## src/rtl/register_file_32x32.sv

```systemverilog
// Two-read, one-write register file with registered read ports and a read-valid strobe.
// Reads sample pre-write contents; optional hardwired-zero register 0.
module register_file_32x32 #(
  parameter int unsigned DATA_WIDTH = 32,
  parameter int unsigned ADDR_WIDTH = 5,
  parameter bit          R0_ZERO    = 1'b0
) (
  input  logic                  CLK,
  input  logic                  RESET,
  input  logic                  READ,
  input  logic                  WRITE,
  input  logic [ADDR_WIDTH-1:0] ADDR_R1,
  input  logic [ADDR_WIDTH-1:0] ADDR_R2,
  input  logic [ADDR_WIDTH-1:0] ADDR_W,
  input  logic [DATA_WIDTH-1:0] DATA_W,
  output logic [DATA_WIDTH-1:0] DATA_R1,
  output logic [DATA_WIDTH-1:0] DATA_R2,
  output logic                  RD_VALID
);

  localparam int unsigned NumRegs = 2 ** ADDR_WIDTH;

  logic [DATA_WIDTH-1:0] regs_q [NumRegs];
  logic [DATA_WIDTH-1:0] regs_d [NumRegs];
  logic [NumRegs-1:0]    wr_en;

  logic [DATA_WIDTH-1:0] data_r1_q, data_r1_d;
  logic [DATA_WIDTH-1:0] data_r2_q, data_r2_d;
  logic                  rd_valid_q, rd_valid_d;
  logic [DATA_WIDTH-1:0] rd1_word, rd2_word;

  // One-hot write decode; register 0 never loads in the hardwired-zero build.
  always_comb begin
    wr_en = '0;
    if (WRITE) begin
      wr_en[ADDR_W] = 1'b1;
    end
    if (R0_ZERO) begin
      wr_en[0] = 1'b0;
    end
  end

  always_comb begin
    for (int i = 0; i < NumRegs; i++) begin
      regs_d[i] = wr_en[i] ? DATA_W : regs_q[i];
    end
  end

  always_comb begin
    rd1_word = regs_q[ADDR_R1];
    rd2_word = regs_q[ADDR_R2];
    if (R0_ZERO && (ADDR_R1 == '0)) begin
      rd1_word = '0;
    end
    if (R0_ZERO && (ADDR_R2 == '0)) begin
      rd2_word = '0;
    end
  end

  // Reads take regs_q (pre-write), so a same-edge write is not bypassed.
  always_comb begin
    data_r1_d  = READ ? rd1_word : data_r1_q;
    data_r2_d  = READ ? rd2_word : data_r2_q;
    rd_valid_d = READ;
  end

  always_ff @(posedge CLK or negedge RESET) begin
    if (!RESET) begin
      for (int i = 0; i < NumRegs; i++) begin
        regs_q[i] <= '0;
      end
      data_r1_q  <= '0;
      data_r2_q  <= '0;
      rd_valid_q <= 1'b0;
    end else begin
      for (int i = 0; i < NumRegs; i++) begin
        regs_q[i] <= regs_d[i];
      end
      data_r1_q  <= data_r1_d;
      data_r2_q  <= data_r2_d;
      rd_valid_q <= rd_valid_d;
    end
  end

  assign DATA_R1  = data_r1_q;
  assign DATA_R2  = data_r2_q;
  assign RD_VALID = rd_valid_q;

endmodule

```

## config.mk

```make
export PLATFORM = sky130hd
export DESIGN_NAME = register_file_32x32
export DESIGN_NICKNAME = d
export VERILOG_FILES = /design/src/rtl/register_file_32x32.sv
export SDC_FILE = /design/constraint.sdc
export NUM_CORES = 2
export LEC_CHECK = 0
export ABC_AREA = 1
export CAP_MARGIN = 25
export CORE_ASPECT_RATIO = 0.5
export CORE_UTILIZATION = 40
export DETAILED_ROUTE_END_ITERATION = 16
export PLACE_DENSITY_LB_ADDON = 0.2
export RECOVER_POWER = 100
export SYNTH_ARGS = -nofsm -noshare
export SYNTH_HDL_FRONTEND = slang
export SYNTH_SLANG_ARGS = --single-unit
```

## constraint.sdc

```tcl
create_clock -name CLK -period 1.05 [get_ports CLK]
set_input_delay 0.1575 -clock CLK [delete_from_list [all_inputs] [get_ports CLK]]
set_output_delay 0.1575 -clock CLK [all_outputs]
set_load 0.005 [all_outputs]
```

---- Yosys cells after proc, flatten, opt, wreduce, memory -nomap -nowiden ----
Cells that the tools add are included.
storage, ports and cells
  register bits ........................... 1089
  input port bits ......................... 51
  word-level logic and storage cells ...... 51
  output and inout bits ................... 65
operators by class
  order comparisons ....................... 4
  bitwise operators ....................... 2
  reduce and logical (&&, ||, !) cells .... 1
  muxes and demuxes ....................... 9
operator list
  operator                                                           number
  binary-select mux 32 bit (select 5 bit)                            2
  two-way mux 32 bit                                                 5
  greater-or-equal comparator 6 bit, second input constant           2
  NOT 5 -> 6 bit                                                     2
  < comparator 5 x 6 -> 1 bit, second input constant                 1
  demux 1 bit (select 5 bit)                                         1
  greater-or-equal comparator 5 x 1 -> 1 bit, second input constant  1
  logical AND 1 bit                                                  1
  two-way mux 1 bit                                                  1

---- Depth between registers and ports, before layout ----
  depth after elaboration ................. 5
  gate-level depth with buffers ........... 12
  gate-level depth less buffers ........... 9

---- Least setup slack after synthesis ----
No wires, ideal clock.
  path type ............................... input to register
  start ................................... input ADDR_R2[0]
  end ..................................... register data_r2_q[17] (netlist: DATA_R2[17])
  path buffers ............................ 3
  required time ........................... 984 ps
  setup time .............................. 66 ps
  arrival time ............................ 1445 ps
  cell stages on the path ................. 12
  setup slack ............................. -460 ps
  cells stage by stage .................... buf_2 inv_2 clkbuf_1 clkbuf_1 nand2_1 nand3_1 nand3_1 nand2_1 nand2_1 nand3_1 nand3_1 nand2_1
between the ends
  cells in the longest elaborated chain, start to end .. 4
ends and longest elaborated chain
  element                                                line  source
  from (decl)                                            13    input logic [ADDR_WIDTH-1:0] ADDR_R2,
  NOT 5 -> 6 bit (not written as such)                   51    rd2_word = regs_q[ADDR_R2];
  binary-select mux 32 bit (select 5 bit)                51
  two-way mux 32 bit (not written as such) (2 in a row)  51
  to (signal assigned)                                   80    data_r2_q <= data_r2_d;
  to (decl)                                              28    logic [DATA_WIDTH-1:0] data_r2_q, data_r2_d;
Every way passes these cells. The select of a mux whose other input is x is not followed.
A chain may end at the register's enable or synchronous reset.

---- Worst setup path in the final report ----
  start ................................... register data_r2_q[31] (netlist: DATA_R2[31])
  end ..................................... output DATA_R2[31]
RTL lines
  element    line  source
  to (decl)  17    output logic [DATA_WIDTH-1:0] DATA_R2,
No word-level cell between the ends.

==> flow_metrics.tcl <==
set metrics [dict create \
    crit_slowest_cell "dfrtp_2" \
    crit_buf_inv 1 \
    yosys.area_share.simple 0.393 \
    p_leak_nw 37.2 \
    violations "negative setup slack" \
    syn_nets 8435 \
    cp.required_ns 0.89 \
    cts_made_buffers 106 \
    clk_latency_ns 0.73 \
    root_buffer "clkbuf_16" \
    synth-compound-area-share 0.0880 \
    fin_tns_setup_ns -104.55 \
    drtAntennaViolNets 0 \
    yosys.area.top_type "dfrtp_1" \
    startpoint "DATA_R2[31]$_DFFE_PN0P_" \
    grt_first_pass_wirelength_mm 365 \
    start_util 0.405 \
    synth_top_family_by_area "simple AND/OR/NAND/NOR gates" \
    status "complete, but fails checks" \
    yosysSeqAreaShare 0.468 \
    antenna-diode-count 0 \
    cts.reportedPaths.clkPinSlew_ns 0.07 \
    dp_cells 10600 \
    routed_wirelength_mm 242 \
    max_freq_mhz 661 \
    antenna_found_initial 2 \
    p_per_area_nw_per_um2 1690 \
    synthMuxAreaShare 0 \
    slew_viol_final 0 \
    cp_max_fo 2 \
    slew_headroom 0.574 \
    coreArea_um2 144000 \
    place_ws_ns -0.978 \
    grt.total_usage 0.323 \
    nets 9019 \
    critPathTopFamily "flip-flops" \
    clock_sinks 1089 \
    worst_pin_slew_ns 0.639 \
    fin_crit_ns 1.51 \
    grt_overflow 0 \
    drcViolationCount 0 \
    hold_viol_final 0 \
    p_total_mw 131 \
    synthTopCellsByArea "dfrtp_1 (47%), nand2_1 (24%), nand3_1 (15%)" \
    seqCellArea_um2 27300 \
    post_drt_wl_per_cell_um 22.0 \
    ys_ff_latch 1089 \
    htree_levels 3 \
    fin_hold_ws_ns 0.0206 \
    yosys_warnings 0 \
    rsz0062_at_grt "true" \
    synth_cell_types 16 \
    avgViaCountPerCell 5.67 \
    syn_inst 8384 \
    vias 62400 \
    final_cell_mix "nand2_1 (3398), nand3_1 (1283), dfrtp_1 (1083), o21ai_0 (957), buf_4 (695)" \
    hold_class "primary input to flop" \
    first_global_vias 57300 \
    crit_chain "buf_2" \
    fp-row-count 98 \
    worstReg2RegStart "regs_q[514]$_DFFE_PN0P_" \
    synthAdderAreaFrac 0 \
    max_cap_viol_count 0 \
    cp.arrival_ns 1.36 \
    fin_ws_ns -0.463 \
    fillers 13600 \
    post-dp-hpwl_mm 156 \
    min_from "ADDR_R2[2]" \
    max_stage_delay_ns 0.48 \
    io_pins 116 \
    worstSetupPathType "flop to output pin" \
    cts_tree "yes" \
    final_common_cell "nand2_1" \
    die_x_um 542 \
    worst_setup_path_start_kind "flop" \
    place.gp.congestion 0.908 \
    io_buffers 115 \
    syn_to_final_growth_pct 33.7 \
    cts_max_path_buffers 3 \
    dieHeight_um 272 \
    drt_iter0_drc 8701 \
    place_area_um2 70000 \
    multi_input_area_um2 31300 \
    ir_drop_uv 1330 \
    syn_area_um2 58200 \
    critPathCaptureType "output pin" \
    finalCritPeriodShare 1.44 \
    drt_first_pass_iters 6 \
    syn_avg_cell_area_um2 6.95 \
    drive_gt1_frac 0.233 \
    fin_area_um2 77900 \
    dieArea_um2 147000 \
    setup_viol 975 \
    synth_top_area_frac 0.468 \
    fin_cells 11000 \
    synth_xor_area_frac 0 \
    grt_max_degree 61 \
    fin_skew_ns 0.0308 \
    postLayoutCoreUtil 0.542 \
]
## tightest hold or removal path: stages
cell and delay, ns:
clkbuf_8 0.16, nand3_2 0.08, nand2_1 0.04, nand2_1 0.05, nand3_1 0.07, nand3_2 0.08, nand2_1 0.04
## registers in the layout, summed over array words and instances, names as in the netlist
name / count
DATA_R2: 32
DATA_R1: 32
regs_q: 1024
RD_VALID: 1
## final cells by class
class                      count  share of cell area
clock buffer                 141              0.0390
clock inverter                52             0.00953
inverter                      50             0.00368
multi-input combinational   6508               0.402
sequential                  1089               0.350
tap                         1950              0.0313
timing repair buffer        1213               0.165
## final timing paths
path / endpoint / slack [ns] / depth (start not counted)
min reg2reg: DATA_R1[19]$_DFFE_PN0P_ / 0.47 / 2
min: DATA_R2[11]$_DFFE_PN0P_ / 0.02 / 7
max in group asynchronous: regs_q[87]$_DFFE_PN0P_ / -0.10 / 4
min in group asynchronous: regs_q[366]$_DFFE_PN0P_ / 0.42 / 3
max reg2reg: DATA_R1[2]$_DFFE_PN0P_ / -0.22 / 9
max: DATA_R2[31] / -0.46 / 1
## cells in the mapped netlist
cell type,n
inv_2,7
buf_2,20
nand2_2,20
nor3_1,8
nor3_2,3
clkbuf_1,654
nand3_1,1728
nor4_4,2
a21oi_1,64
nand2_1,3658
o21ai_0,960
buf_1,63
inv_1,43
nor2_1,64
nor3_4,1
dfrtp_1,1089
## power breakdown
part	internal [mW]	total, mW	switching [mW]
Clock	24.3	42.6	18.3
Sequential	49.7	56.3	6.60
Combinational	15.1	32.5	17.4
## repair_timing
item | 4_1_cts | 5_1_grt
hold endpoints to repair | 1093 | 0
resized for setup | 622 | 464
setup buffers | 71 | 112
hold buffers | 4 | 0
gates cloned | 3 | 0
setup endpoints to repair | 1146 | 924
pin swaps | 429 | 542
## cells by family (layout without fill, tap and decap cells)
group / after synthesis / in the layout
flip-flops: 1089 / 1089
AND/OR/NAND/NOR: 5484 / 5484
AO/OA/AOI/OAI: 1024 / 1024
buffers and inverters: 787 / 1456
## layer usage
| layer | wire, µm | global-route usage | up-vias |
|---|---|---|---|
| met3 | 24300 | 0.0543 | 474 |
| met5 | 0 | 0 | - |
| met1 | 105000 | 0.470 | 30100 |
| li1 | - | - | 28600 |
| met4 | 7870 | 0.0965 | 0 |
| met2 | 105000 | 0.489 | 3264 |
Power figures use the tool's default switching activity.
